===== src/rtl/issueque_int_pkg.sv =====
// +----------------------------------------------------------------------+
// | issueque_int_pkg                                                     |
// | Shared widths, depth default, integer opcodes, slot source select.   |
// | Rev 1.0                                                              |
// +----------------------------------------------------------------------+
`default_nettype none

package issueque_int_pkg;

  localparam int C_DEPTH  = 4;
  localparam int C_TAG_W  = 6;
  localparam int C_DATA_W = 32;
  localparam int C_OPC_W  = 6;

  localparam logic [C_OPC_W-1:0] C_OP_ADD = 6'h20;
  localparam logic [C_OPC_W-1:0] C_OP_SUB = 6'h22;
  localparam logic [C_OPC_W-1:0] C_OP_AND = 6'h24;
  localparam logic [C_OPC_W-1:0] C_OP_OR  = 6'h25;
  localparam logic [C_OPC_W-1:0] C_OP_SLT = 6'h2A;

  // Where a slot takes its next contents from
  typedef enum logic [1:0] {
    SRC_HOLD  = 2'd0,
    SRC_SHIFT = 2'd1,
    SRC_LOAD  = 2'd2
  } slot_src_e;

endpackage

`default_nettype wire


===== src/rtl/issueque_int_if.sv =====
// +----------------------------------------------------------------------+
// | issueque_int_if                                                      |
// | Dispatch, CDB and issue signals of the integer issue queue.          |
// | Rev 1.0                                                              |
// +----------------------------------------------------------------------+
`default_nettype none

interface issueque_int_if
  import issueque_int_pkg::*;
#(
  parameter int TAG_W  = C_TAG_W,
  parameter int DATA_W = C_DATA_W,
  parameter int OPC_W  = C_OPC_W
);

  logic              dispatch_en;
  logic [OPC_W-1:0]  dispatch_opcode;
  logic [DATA_W-1:0] dispatch_rsdata;
  logic [TAG_W-1:0]  dispatch_rstag;
  logic              dispatch_rsvalid;
  logic [DATA_W-1:0] dispatch_rtdata;
  logic [TAG_W-1:0]  dispatch_rttag;
  logic              dispatch_rtvalid;
  logic [TAG_W-1:0]  dispatch_rdtag;
  logic              issueque_full;
  logic              cdb_valid;
  logic [TAG_W-1:0]  cdb_tag;
  logic [DATA_W-1:0] cdb_data;
  logic              cdb_branch;
  logic              cdb_branch_taken;
  logic              issueint_ready;
  logic [OPC_W-1:0]  issueint_opcode;
  logic [DATA_W-1:0] issueint_rsdata;
  logic [DATA_W-1:0] issueint_rtdata;
  logic [TAG_W-1:0]  issueint_rdtag;
  logic              issueint_equeueint_done;

  modport master (
    output dispatch_en, dispatch_opcode, dispatch_rsdata, dispatch_rstag,
           dispatch_rsvalid, dispatch_rtdata, dispatch_rttag, dispatch_rtvalid,
           dispatch_rdtag, cdb_valid, cdb_tag, cdb_data, cdb_branch,
           cdb_branch_taken, issueint_equeueint_done,
    input  issueque_full, issueint_ready, issueint_opcode, issueint_rsdata,
           issueint_rtdata, issueint_rdtag
  );

  modport slave (
    input  dispatch_en, dispatch_opcode, dispatch_rsdata, dispatch_rstag,
           dispatch_rsvalid, dispatch_rtdata, dispatch_rttag, dispatch_rtvalid,
           dispatch_rdtag, cdb_valid, cdb_tag, cdb_data, cdb_branch,
           cdb_branch_taken, issueint_equeueint_done,
    output issueque_full, issueint_ready, issueint_opcode, issueint_rsdata,
           issueint_rtdata, issueint_rdtag
  );

endinterface

`default_nettype wire


===== src/rtl/issueque_int_entry.sv =====
// +----------------------------------------------------------------------+
// | issueque_int_entry                                                   |
// | One queue slot: source mux (hold/shift/load), CDB capture, register. |
// | Rev 1.0                                                              |
// +----------------------------------------------------------------------+
`default_nettype none

module issueque_int_entry
  import issueque_int_pkg::*;
#(
  parameter  int TAG_W  = C_TAG_W,
  parameter  int DATA_W = C_DATA_W,
  parameter  int OPC_W  = C_OPC_W,
  localparam int SLOT_W = 1 + OPC_W + 2 * (DATA_W + TAG_W + 1) + TAG_W
) (
  input  wire logic              clk,
  input  wire logic              reset_n,
  input  wire slot_src_e         i_src,
  input  wire logic              i_clear,
  input  wire logic [SLOT_W-1:0] i_up,
  input  wire logic [SLOT_W-1:0] i_dsp,
  input  wire logic              i_cdb_valid,
  input  wire logic [TAG_W-1:0]  i_cdb_tag,
  input  wire logic [DATA_W-1:0] i_cdb_data,
  output logic      [SLOT_W-1:0] o_slot
);

  // Field order must match the slot_t in issueque_int
  typedef struct packed {
    logic              valid;
    logic [OPC_W-1:0]  opcode;
    logic [DATA_W-1:0] rs_data;
    logic [TAG_W-1:0]  rs_tag;
    logic              rs_rdy;
    logic [DATA_W-1:0] rt_data;
    logic [TAG_W-1:0]  rt_tag;
    logic              rt_rdy;
    logic [TAG_W-1:0]  rd_tag;
  } slot_t;

  slot_t r_slot;
  slot_t w_src;
  slot_t w_next;
  logic  w_rs_hit;
  logic  w_rt_hit;

  // Wakeup is applied after the mux so shifted and freshly loaded contents capture too
  always_comb begin
    case (i_src)
      SRC_SHIFT: w_src = slot_t'(i_up);
      SRC_LOAD:  w_src = slot_t'(i_dsp);
      default:   w_src = r_slot;
    endcase
    w_rs_hit = i_cdb_valid & w_src.valid & ~w_src.rs_rdy & (w_src.rs_tag == i_cdb_tag);
    w_rt_hit = i_cdb_valid & w_src.valid & ~w_src.rt_rdy & (w_src.rt_tag == i_cdb_tag);
    w_next   = w_src;
    if (w_rs_hit) begin
      w_next.rs_data = i_cdb_data;
      w_next.rs_rdy  = 1'b1;
    end
    if (w_rt_hit) begin
      w_next.rt_data = i_cdb_data;
      w_next.rt_rdy  = 1'b1;
    end
    if (i_clear) begin
      w_next.valid = 1'b0;
    end
  end

  always_ff @(posedge clk or negedge reset_n) begin
    if (!reset_n) begin
      r_slot <= '0;
    end else begin
      r_slot <= w_next;
    end
  end

  assign o_slot = r_slot;

endmodule

`default_nettype wire


===== src/rtl/issueque_int.sv =====
// +----------------------------------------------------------------------+
// | issueque_int                                                         |
// | Age-ordered integer issue queue with CDB wakeup and oldest-ready     |
// | select. Optional ISSUEQUE_BRANCH_FLUSH_EN: taken branch flushes all. |
// | Rev 1.0                                                              |
// +----------------------------------------------------------------------+
`default_nettype none

module issueque_int
  import issueque_int_pkg::*;
#(
  parameter int DEPTH  = C_DEPTH,
  parameter int TAG_W  = C_TAG_W,
  parameter int DATA_W = C_DATA_W,
  parameter int OPC_W  = C_OPC_W
) (
  input wire logic      clk,
  input wire logic      reset_n,
  issueque_int_if.slave bus
);

  localparam int IDX_W  = $clog2(DEPTH);
  localparam int CNT_W  = $clog2(DEPTH + 1);
  localparam int SLOT_W = 1 + OPC_W + 2 * (DATA_W + TAG_W + 1) + TAG_W;

  typedef struct packed {
    logic              valid;
    logic [OPC_W-1:0]  opcode;
    logic [DATA_W-1:0] rs_data;
    logic [TAG_W-1:0]  rs_tag;
    logic              rs_rdy;
    logic [DATA_W-1:0] rt_data;
    logic [TAG_W-1:0]  rt_tag;
    logic              rt_rdy;
    logic [TAG_W-1:0]  rd_tag;
  } slot_t;

  logic [SLOT_W-1:0] w_slot_vec [DEPTH];
  slot_t             w_slot     [DEPTH];
  slot_src_e         w_src      [DEPTH];
  logic [DEPTH-1:0]  w_ready_vec;
  logic [IDX_W-1:0]  w_sel_idx;
  logic              w_any;
  slot_t             w_sel;
  slot_t             w_dsp_slot;
  logic [CNT_W-1:0]  r_count;
  logic [CNT_W-1:0]  w_dsp_idx;
  logic              w_full;
  logic              w_flush;
  logic              w_retire;
  logic              w_dispatch;
  logic              w_unused_sel;

`ifdef ISSUEQUE_BRANCH_FLUSH_EN
  assign w_flush = bus.cdb_branch & bus.cdb_branch_taken;
`else
  logic w_unused_branch;
  assign w_unused_branch = bus.cdb_branch ^ bus.cdb_branch_taken;
  assign w_flush         = 1'b0;
`endif

  assign w_full     = (r_count == CNT_W'(DEPTH));
  assign w_retire   = bus.issueint_equeueint_done & w_any & ~w_flush;
  assign w_dispatch = bus.dispatch_en & ~w_full & ~w_flush;
  assign w_dsp_idx  = w_retire ? (r_count - CNT_W'(1)) : r_count;

  always_comb begin
    w_dsp_slot         = '0;
    w_dsp_slot.valid   = 1'b1;
    w_dsp_slot.opcode  = bus.dispatch_opcode;
    w_dsp_slot.rs_data = bus.dispatch_rsdata;
    w_dsp_slot.rs_tag  = bus.dispatch_rstag;
    w_dsp_slot.rs_rdy  = bus.dispatch_rsvalid;
    w_dsp_slot.rt_data = bus.dispatch_rtdata;
    w_dsp_slot.rt_tag  = bus.dispatch_rttag;
    w_dsp_slot.rt_rdy  = bus.dispatch_rtvalid;
    w_dsp_slot.rd_tag  = bus.dispatch_rdtag;
  end

  // Oldest ready wins: scan from the top so the lowest index is written last
  always_comb begin
    w_any     = 1'b0;
    w_sel_idx = '0;
    for (int i = DEPTH - 1; i >= 0; i--) begin
      if (w_ready_vec[i]) begin
        w_any     = 1'b1;
        w_sel_idx = IDX_W'(i);
      end
    end
  end

  // Valid slots stay packed at the bottom, so the dispatch slot is always the first free one
  always_comb begin
    for (int i = 0; i < DEPTH; i++) begin
      w_src[i] = SRC_HOLD;
      if (w_retire && (IDX_W'(i) >= w_sel_idx)) begin
        w_src[i] = SRC_SHIFT;
      end
      if (w_dispatch && (CNT_W'(i) == w_dsp_idx)) begin
        w_src[i] = SRC_LOAD;
      end
    end
  end

  for (genvar gi = 0; gi < DEPTH; gi++) begin : g_slot
    logic [SLOT_W-1:0] w_up;
    if (gi == DEPTH - 1) begin : g_top
      assign w_up = '0;
    end else begin : g_mid
      assign w_up = w_slot_vec[gi+1];
    end

    issueque_int_entry #(
      .TAG_W  (TAG_W),
      .DATA_W (DATA_W),
      .OPC_W  (OPC_W)
    ) u_entry (
      .clk         (clk),
      .reset_n     (reset_n),
      .i_src       (w_src[gi]),
      .i_clear     (w_flush),
      .i_up        (w_up),
      .i_dsp       (w_dsp_slot),
      .i_cdb_valid (bus.cdb_valid),
      .i_cdb_tag   (bus.cdb_tag),
      .i_cdb_data  (bus.cdb_data),
      .o_slot      (w_slot_vec[gi])
    );

    assign w_slot[gi]      = slot_t'(w_slot_vec[gi]);
    assign w_ready_vec[gi] = w_slot[gi].valid & w_slot[gi].rs_rdy & w_slot[gi].rt_rdy;
  end

  always_ff @(posedge clk or negedge reset_n) begin
    if (!reset_n) begin
      r_count <= '0;
    end else if (w_flush) begin
      r_count <= '0;
    end else if (w_dispatch && !w_retire) begin
      r_count <= r_count + CNT_W'(1);
    end else if (!w_dispatch && w_retire) begin
      r_count <= r_count - CNT_W'(1);
    end
  end

  assign w_sel        = w_slot[w_sel_idx];
  assign w_unused_sel = ^{w_sel.valid, w_sel.rs_tag, w_sel.rs_rdy, w_sel.rt_tag, w_sel.rt_rdy};

  assign bus.issueque_full   = w_full;
  assign bus.issueint_ready  = w_any;
  assign bus.issueint_opcode = w_any ? w_sel.opcode  : '0;
  assign bus.issueint_rsdata = w_any ? w_sel.rs_data : '0;
  assign bus.issueint_rtdata = w_any ? w_sel.rt_data : '0;
  assign bus.issueint_rdtag  = w_any ? w_sel.rd_tag  : '0;

endmodule

`default_nettype wire


===== src/flat_wrapper.sv =====
// flat-port wrapper written by rule: the top's interface ports become plain ports
module issueque_int_flat import issueque_int_pkg::*;
#(
  parameter int DEPTH  = C_DEPTH,
  parameter int TAG_W  = C_TAG_W,
  parameter int DATA_W = C_DATA_W,
  parameter int OPC_W  = C_OPC_W
)
  (clk, reset_n, bus_dispatch_en, bus_dispatch_opcode, bus_dispatch_rsdata, bus_dispatch_rstag, bus_dispatch_rsvalid, bus_dispatch_rtdata, bus_dispatch_rttag, bus_dispatch_rtvalid, bus_dispatch_rdtag, bus_cdb_valid, bus_cdb_tag, bus_cdb_data, bus_cdb_branch, bus_cdb_branch_taken, bus_issueint_equeueint_done, bus_issueque_full, bus_issueint_ready, bus_issueint_opcode, bus_issueint_rsdata, bus_issueint_rtdata, bus_issueint_rdtag);
  issueque_int_if #(.TAG_W(TAG_W), .DATA_W(DATA_W), .OPC_W(OPC_W)) bus_i ();
  input wire logic clk;
  input wire logic reset_n;
  input wire logic [$bits(bus_i.dispatch_en)-1:0] bus_dispatch_en;
  input wire logic [$bits(bus_i.dispatch_opcode)-1:0] bus_dispatch_opcode;
  input wire logic [$bits(bus_i.dispatch_rsdata)-1:0] bus_dispatch_rsdata;
  input wire logic [$bits(bus_i.dispatch_rstag)-1:0] bus_dispatch_rstag;
  input wire logic [$bits(bus_i.dispatch_rsvalid)-1:0] bus_dispatch_rsvalid;
  input wire logic [$bits(bus_i.dispatch_rtdata)-1:0] bus_dispatch_rtdata;
  input wire logic [$bits(bus_i.dispatch_rttag)-1:0] bus_dispatch_rttag;
  input wire logic [$bits(bus_i.dispatch_rtvalid)-1:0] bus_dispatch_rtvalid;
  input wire logic [$bits(bus_i.dispatch_rdtag)-1:0] bus_dispatch_rdtag;
  input wire logic [$bits(bus_i.cdb_valid)-1:0] bus_cdb_valid;
  input wire logic [$bits(bus_i.cdb_tag)-1:0] bus_cdb_tag;
  input wire logic [$bits(bus_i.cdb_data)-1:0] bus_cdb_data;
  input wire logic [$bits(bus_i.cdb_branch)-1:0] bus_cdb_branch;
  input wire logic [$bits(bus_i.cdb_branch_taken)-1:0] bus_cdb_branch_taken;
  input wire logic [$bits(bus_i.issueint_equeueint_done)-1:0] bus_issueint_equeueint_done;
  output wire logic [$bits(bus_i.issueque_full)-1:0] bus_issueque_full;
  output wire logic [$bits(bus_i.issueint_ready)-1:0] bus_issueint_ready;
  output wire logic [$bits(bus_i.issueint_opcode)-1:0] bus_issueint_opcode;
  output wire logic [$bits(bus_i.issueint_rsdata)-1:0] bus_issueint_rsdata;
  output wire logic [$bits(bus_i.issueint_rtdata)-1:0] bus_issueint_rtdata;
  output wire logic [$bits(bus_i.issueint_rdtag)-1:0] bus_issueint_rdtag;
  assign bus_i.dispatch_en = bus_dispatch_en;
  assign bus_i.dispatch_opcode = bus_dispatch_opcode;
  assign bus_i.dispatch_rsdata = bus_dispatch_rsdata;
  assign bus_i.dispatch_rstag = bus_dispatch_rstag;
  assign bus_i.dispatch_rsvalid = bus_dispatch_rsvalid;
  assign bus_i.dispatch_rtdata = bus_dispatch_rtdata;
  assign bus_i.dispatch_rttag = bus_dispatch_rttag;
  assign bus_i.dispatch_rtvalid = bus_dispatch_rtvalid;
  assign bus_i.dispatch_rdtag = bus_dispatch_rdtag;
  assign bus_i.cdb_valid = bus_cdb_valid;
  assign bus_i.cdb_tag = bus_cdb_tag;
  assign bus_i.cdb_data = bus_cdb_data;
  assign bus_i.cdb_branch = bus_cdb_branch;
  assign bus_i.cdb_branch_taken = bus_cdb_branch_taken;
  assign bus_i.issueint_equeueint_done = bus_issueint_equeueint_done;
  assign bus_issueque_full = bus_i.issueque_full;
  assign bus_issueint_ready = bus_i.issueint_ready;
  assign bus_issueint_opcode = bus_i.issueint_opcode;
  assign bus_issueint_rsdata = bus_i.issueint_rsdata;
  assign bus_issueint_rtdata = bus_i.issueint_rtdata;
  assign bus_issueint_rdtag = bus_i.issueint_rdtag;
  issueque_int #(.DEPTH(DEPTH), .TAG_W(TAG_W), .DATA_W(DATA_W), .OPC_W(OPC_W)) u_core (.clk(clk), .reset_n(reset_n), .bus(bus_i));
endmodule

===== config.mk =====
export PLATFORM = sky130hd
export DESIGN_NAME = issueque_int_flat
export DESIGN_NICKNAME = d
export VERILOG_FILES = /design/src/rtl/issueque_int_pkg.sv /design/src/rtl/issueque_int_if.sv /design/src/rtl/issueque_int_entry.sv /design/src/rtl/issueque_int.sv /design/src/flat_wrapper.sv
export SDC_FILE = /design/constraint.sdc
export NUM_CORES = 1
export LEC_CHECK = 0
export CAP_MARGIN = 20
export CORE_UTILIZATION = 61
export DETAILED_ROUTE_END_ITERATION = 7
export GPL_ROUTABILITY_DRIVEN = 0
export PLACE_DENSITY = 0.89
export RECOVER_POWER = 100
export SLEW_MARGIN = 20
export SYNTH_ARGS = -nofsm -noshare
export SYNTH_HDL_FRONTEND = slang
export SYNTH_SLANG_ARGS = --single-unit

===== constraint.sdc =====
create_clock -name clk -period 7 [get_ports clk]
set_input_delay 1.4 -clock clk [delete_from_list [all_inputs] [get_ports clk]]
set_output_delay 1.4 -clock clk [all_outputs]
set_load 0.03 [all_outputs]

Word-level counts from Yosys, hierarchy flattened. Cells that the tools add are included.

Flip-flop bits (word level): 367. Input port bits: 135. Output and inout port bits: 78.

$add $sub $neg: 2. Order comparisons: 5. Equal/unequal tests: 20. Mux-type cells: 46. Bitwise operators: 40. Reductions and logical operators: 26.

Operator list (count): $pmux W91 S2 (4); $mux W32 (10); $bmux W91 S2 (1); $mux W90 (2); $eq A6 B6 Y1 (8); $and A1 B1 Y1 (30); $reduce_bool A3 Y1 (8); $mux W1 (16); $mux W2 (8); $mux W6 (2); $logic_and A1 B1 Y1 (10); $reduce_bool A2 Y1 (5); $mux W3 (3); $not A1 Y1 (9); $eq A2 B1 Y1 const B (4); $eq A2 B2 Y1 const B (4); $eq A2 B3 Y1 const A (2); $ge A1 B2 Y1 const A (2); $ge A2 B2 Y1 const A (2); $add A3 B1 Y3 const B (1); $eq A1 B3 Y1 const A (1); $eq A3 B3 Y1 const B (1); $ge A3 B3 Y1 const B (1); $logic_not A3 Y1 (1); other kinds (3) (4).

Longest topological paths before layout.
Depth in word-level cells: 17. Depth in mapped cells: 14. Gate-level depth less buffers: 11.

Hierarchy. Synthesis repeated with hierarchy kept, for this count alone.

Cell total of the unflattened synthesis: 2510. Area, all modules: 24034.3 um^2.

By module, submodules not included: issueque_int_entry (times used 4, cells an instance 519, area an instance 5341.4 um^2); issueque_int (times used 1, cells an instance 434, area an instance 2668.8 um^2).

Least setup slack after synthesis. No wires, ideal clock.

Kind: register to output. Start point: register u_core.g_slot[1].u_entry.r_slot, in the netlist u_core.g_slot[1].u_entry.o_slot[90]. End point: output bus_issueint_opcode[0]. Arrival: 2.824 ns. Required time: 5.600 ns. Path slack: 2.776 ns. Cell stages (with the launch flop): 9. Buffers on the path: 3. Cells stage by stage: dfrtp_1 -> nand3_1 -> nand2_1 -> a21oi_1 -> clkbuf_1 -> buf_1 -> clkbuf_1 -> mux2i_1 -> a211oi_1.

Longest elaborated chain between the ends: 9. Elaborated cells between the ends (all ways): 11. Classes of those cells: mux: 8; bitwise: 3.

Ends and longest elaborated chain: from (decl) (RTL line issueque_int_entry.sv:41) `slot_t r_slot;`; from (signal assigned) (RTL line issueque_int_entry.sv:74) `r_slot <= w_next;`; $and A1 B1 Y1 (*) (2 in series) (RTL line issueque_int.sv:131) `assign w_ready_vec[gi] = w_slot[gi].valid & w_slot[gi].rs_rdy & w_slot[gi].rt_rdy;`; $mux W2 (2 in series) (RTL line issueque_int.sv:85) `if (w_ready_vec[i]) begin`; $not A2 Y3 (implied by the code) (RTL line issueque_int.sv:146) `assign w_sel = w_slot[w_sel_idx];`; $bmux W91 S2 (RTL line issueque_int.sv:146); $mux W90 (implied by the code) (2 in series) (RTL line issueque_int.sv:146); $mux W6 (*) (RTL line issueque_int.sv:151) `assign bus.issueint_opcode = w_any ? w_sel.opcode : '0;`; to (decl) (RTL line flat_wrapper.sv:30) `output wire logic [$bits(bus_i.issueint_opcode)-1:0] bus_issueint_opcode;`.

Every way passes the cells marked *; elsewhere a longest branch is shown, timed or not. The select of a mux whose other input is x is not followed.

Worst setup path in the final report.
Start point: input bus_issueint_equeueint_done. End point: register u_core.g_slot[3].u_entry.r_slot, in the netlist u_core.g_slot[3].u_entry.o_slot[39].

Longest elaborated chain between the ends: 11. Elaborated cells between the ends (all ways): 17. Classes of those cells: eq/ne: 4; mux: 5; bitwise: 5; reduce/logical: 3.

Ends and longest elaborated chain: from (decl) (RTL line flat_wrapper.sv:27) `input wire logic [$bits(bus_i.issueint_equeueint_done)-1:0] bus_issueint_equeueint_done;`; $and A1 B1 Y1 (*) (RTL line issueque_int.sv:63) `assign w_retire = bus.issueint_equeueint_done & w_any & ~w_flush;`; $mux W3 (RTL line issueque_int.sv:65) `assign w_dsp_idx = w_retire ? (r_count - CNT_W'(1)) : r_count;`; $eq A2 B3 Y1 (RTL line issueque_int.sv:99) `if (w_dispatch && (CNT_W'(i) == w_dsp_idx)) begin`; $logic_and A1 B1 Y1 (RTL line issueque_int.sv:99); $mux W2 (*) (RTL line issueque_int.sv:99); $eq A2 B2 Y1 / $eq A2 B1 Y1 (equally long branches) (RTL line issueque_int_entry.sv:49) `case (i_src)`; $pmux W91 S2 (RTL line issueque_int_entry.sv:49); $and A1 B1 Y1 / $not A1 Y1 (equally long branches) (RTL line issueque_int_entry.sv:55) `w_rt_hit = i_cdb_valid & w_src.valid & ~w_src.rt_rdy & (w_src.rt_tag == i_cdb_tag);`; $and A1 B1 Y1 (2 in series) (RTL line issueque_int_entry.sv:55); $reduce_bool A3 Y1 (no line) / $mux W32 (equally long branches); to (signal assigned) (RTL line issueque_int_entry.sv:74); to (decl) (RTL line issueque_int_entry.sv:41).

Every way passes the cells marked *; elsewhere a longest branch is shown, timed or not. A chain may end at the register's enable or synchronous reset.

==> metrics.log <==
INFO  metric grt_pass1_wl = 125.5 mm
INFO  metric power.density = 487.2 nW/um^2
INFO  metric grt_pass1_vias = 24020
INFO  metric final_cells = 3420
INFO  metric worst-slew-pin-transition = 3.092 ns
INFO  metric timing.final.setup_violations = 0
INFO  metric timing.max_cap.violations = 9
INFO  metric total_leakage_power = 11.47 nW
INFO  metric min_period = 6.487 ns
INFO  metric routed_wire_length_per_instance = 23.58 um
INFO  metric multi_input_comb_area = 13440 um^2
INFO  metric core = 38020 um^2
INFO  metric post_drt_via_cell_ratio = 6.977
INFO  metric dpl.hpwl = 46.11 mm
INFO  metric place_inst = 3339
INFO  metric cts.root.buffer_cell = sky130_fd_sc_hd__clkbuf_16
INFO  metric design.final.nets = 3011
INFO  metric clock-sinks = 367
INFO  metric pre_cts_ws = 0.9265 ns
INFO  metric drcViolationCount = 6
INFO  metric cts_buffer_depth = 3
INFO  metric critical_path.max_fanout = 166
INFO  metric boundaryPins = 213
INFO  metric type_of_the_setup_path_with_the_least_slack = primary input to flop
INFO  metric worst_hold_slack = 0.5510 ns
INFO  metric cts_post_setup_buffers_inserted = 0
INFO  metric die_w = 199.6 um
INFO  metric setup_repair_after_global_routing_missed_its_margin = no
INFO  metric port_buffers = 210
INFO  metric layout_commonest_cell = sky130_fd_sc_hd__nand2_1
INFO  metric synth_cell_types = 67
INFO  metric post_route_cells_drive_above_1_share = 11.61%
INFO  metric outcome = finished, violations left
INFO  metric overall_fraction_of_global_route_tracks_in_use = 40.43%
INFO  metric post-route-util = 71.52%
INFO  metric grt_max_degree = 196
INFO  metric synth_fp_nets = 2962
INFO  metric postSynth.asyncResetShare = 100.0%
INFO  metric antenna_left = 0
INFO  metric htree_levels = 2
INFO  metric slew_violations = 624
INFO  metric vdd.ir_drop.worst = 0.3852 mV
INFO  metric synth.avg_cell_area = 8.433 um^2
INFO  metric synth.cell_area = 23810 um^2
INFO  metric floorplan.die.height = 199.6 um
INFO  metric synth-seq-area-share = 38.58%
INFO  metric route.vias.total = 23860
INFO  metric worstSetupEndpointType = flop
INFO  metric ff2ff_setup_slack = 1.50 ns
INFO  metric antenna_found_initial = 8
INFO  metric synthCells = 2823
INFO  metric cts.hold.buffers_added = 0
INFO  metric worst-endpoint-arrival = 6.91 ns
INFO  metric max_clock_freq = 154.2 MHz
INFO  metric totalWireLength = 80.64 mm
INFO  metric synth_enable_flop_cells = 0
INFO  metric dominantRegCellSynth = sky130_fd_sc_hd__dfrtp_1
INFO  metric grt_overflow = 0
INFO  metric critical_path_required = 7.42 ns
INFO  metric hold_violations = 0
INFO  metric clk-insertion-delay-late = 0.56 ns
INFO  metric final.fill_count = 2764
INFO  metric max_slew_margin = -106.1%
INFO  metric fin_tns_setup = 0 ns
INFO  metric initial_drc_count = 3242
INFO  metric syn_to_final_growth = 14.23%
INFO  metric ys.warnings.count = 0
INFO  metric cts_tree = done
INFO  metric detail_route.first_pass.iterations = 8
INFO  metric setup.worst_path.start_class = primary input
INFO  metric synthesis_stage_register_bit_count = 367
INFO  metric layout_common_cells = 717 x sky130_fd_sc_hd__nand2_1, 367 x sky130_fd_sc_hd__dfrtp_1, 256 x sky130_fd_sc_hd__nor2_1
INFO  metric cts_made_buffers = 41
INFO  metric start_util = 62.61%
INFO  metric final.setup.worst_slack = 0.5129 ns
INFO  metric failing_checks = DRC, capacitance limit, slew limit
INFO  metric area.sequential = 9184 um^2
INFO  metric worst_setup_hold_path_clk_slew = 0.06 ns
INFO  metric worstHoldPathType = flop to flop
INFO  metric cts_resized = 0
INFO  metric std_cell_rows = 71
INFO  metric fin_skew = 0.02086 ns
INFO  metric die_area = 39820 um^2
INFO  metric final.period_utilization = 92.67%
==> synth_stat cells, types with 6 or more instances <==
master	n	area share [%]
sky130_fd_sc_hd__a2111oi_0	9	0.33
sky130_fd_sc_hd__a211oi_1	161	5.1
sky130_fd_sc_hd__a21boi_0	7	0.22
sky130_fd_sc_hd__a21oi_1	13	0.27
sky130_fd_sc_hd__a311oi_1	6	0.22
sky130_fd_sc_hd__a31oi_1	239	6.3
sky130_fd_sc_hd__and3_1	15	0.39
sky130_fd_sc_hd__buf_1	29	0.46
sky130_fd_sc_hd__buf_2	26	0.55
sky130_fd_sc_hd__buf_4	7	0.22
sky130_fd_sc_hd__buf_6	8	0.38
sky130_fd_sc_hd__clkbuf_1	176	2.8
sky130_fd_sc_hd__dfrtp_1	367	39
sky130_fd_sc_hd__inv_1	26	0.41
sky130_fd_sc_hd__mux2_1	33	1.6
sky130_fd_sc_hd__mux2_2	209	9.9
sky130_fd_sc_hd__mux2_4	29	1.8
sky130_fd_sc_hd__mux2i_1	103	4.3
sky130_fd_sc_hd__nand2_1	720	11
sky130_fd_sc_hd__nand3_1	20	0.42
sky130_fd_sc_hd__nand4_1	16	0.42
sky130_fd_sc_hd__nor2_1	256	4.0
sky130_fd_sc_hd__nor2b_1	76	2.0
sky130_fd_sc_hd__nor3_1	16	0.34
sky130_fd_sc_hd__nor4_1	17	0.45
sky130_fd_sc_hd__o211ai_1	6	0.19
sky130_fd_sc_hd__o21ai_0	107	2.2
sky130_fd_sc_hd__or2_2	9	0.24
sky130_fd_sc_hd__xnor2_1	23	0.85
==> logic make-up after synthesis <==
family                     Yosys count  share of synthesized area (%)
AOI/OAI and AO/OA                  594                          16.69
xor gates and xnor gates            26                          1.035
adders and majority gates            4                         0.2102
buffers and inverters              277                          4.888
DFF                                367                          38.58
muxes                              377                          17.82
and+or+nand+nor                   1178                          20.79
==> area by class of cell <==
type | instances | share of cell area, %
timing repair buffer | 252 | 8.930
antenna | 6 | 0.05521
clock buffer | 57 | 4.288
multi-input combinational | 2179 | 49.41
clock inverter | 17 | 0.7499
inverter | 31 | 0.4463
tap | 511 | 2.351
sequential | 367 | 33.77
==> sequential cells by signal (all words and copies together) (netlist names) <==
register	flops
u_core.r_count	3
u_core.g_slot.u_entry.o_slot	364
==> per-stage QoR <==
stage | area [um^2] | power [mW]
2_1_floorplan | 23810 | 8.736
3_5_place_dp | 25970 | 10.92
6_report | 27190 | 13.25
3_3_place_gp | 25960 | 10.49
4_1_cts | 27340 | 13.19
5_1_grt | 27190 | 13.91
==> worst max-delay path, stage by stage <==
cell	delay, ns
sky130_fd_sc_hd__dlygate4sd3_1	0.88
sky130_fd_sc_hd__o41a_1	0.74
sky130_fd_sc_hd__clkinv_4	0.61
sky130_fd_sc_hd__mux2i_1	0.42
sky130_fd_sc_hd__nor3_4	0.34
sky130_fd_sc_hd__buf_12	0.56
sky130_fd_sc_hd__nor3_1	0.11
sky130_fd_sc_hd__nor4_1	0.28
sky130_fd_sc_hd__nand4_1	0.12
sky130_fd_sc_hd__clkbuf_2	0.76
sky130_fd_sc_hd__mux2_2	0.57
==> metal layers <==
metal,track usage (%),up-vias,routed length [um]
li1,-,10060,-
met1,49.19,11390,28110
met4,26.72,6,4737
met3,10.01,476,10180
met5,0,-,34
met2,63.75,1929,37570
==> power by group <==
part,switching [mW],internal [mW],total (mW)
logic,4.27,2.77,7.05
clock network,0.912,1.32,2.23
registers,0.802,3.17,3.98
==> worst paths after layout <==
check | from | endpoint | cells past startpoint
max | bus_issueint_equeueint_done | u_core.g_slot[3].u_entry.o_slot[39] | 11
min | u_core.g_slot[0].u_entry.o_slot[2] | u_core.g_slot[0].u_entry.o_slot[2] | 2
max reg2reg | u_core.g_slot[2].u_entry.o_slot[90] | u_core.g_slot[3].u_entry.o_slot[39] | 11
min reg2reg | u_core.g_slot[0].u_entry.o_slot[2] | u_core.g_slot[0].u_entry.o_slot[2] | 2
max in group asynchronous | reset_n | u_core.g_slot[1].u_entry.o_slot[28] | 2
min in group asynchronous | reset_n | u_core.g_slot[0].u_entry.o_slot[2] | 1
Power figures use the tool's default switching activity.
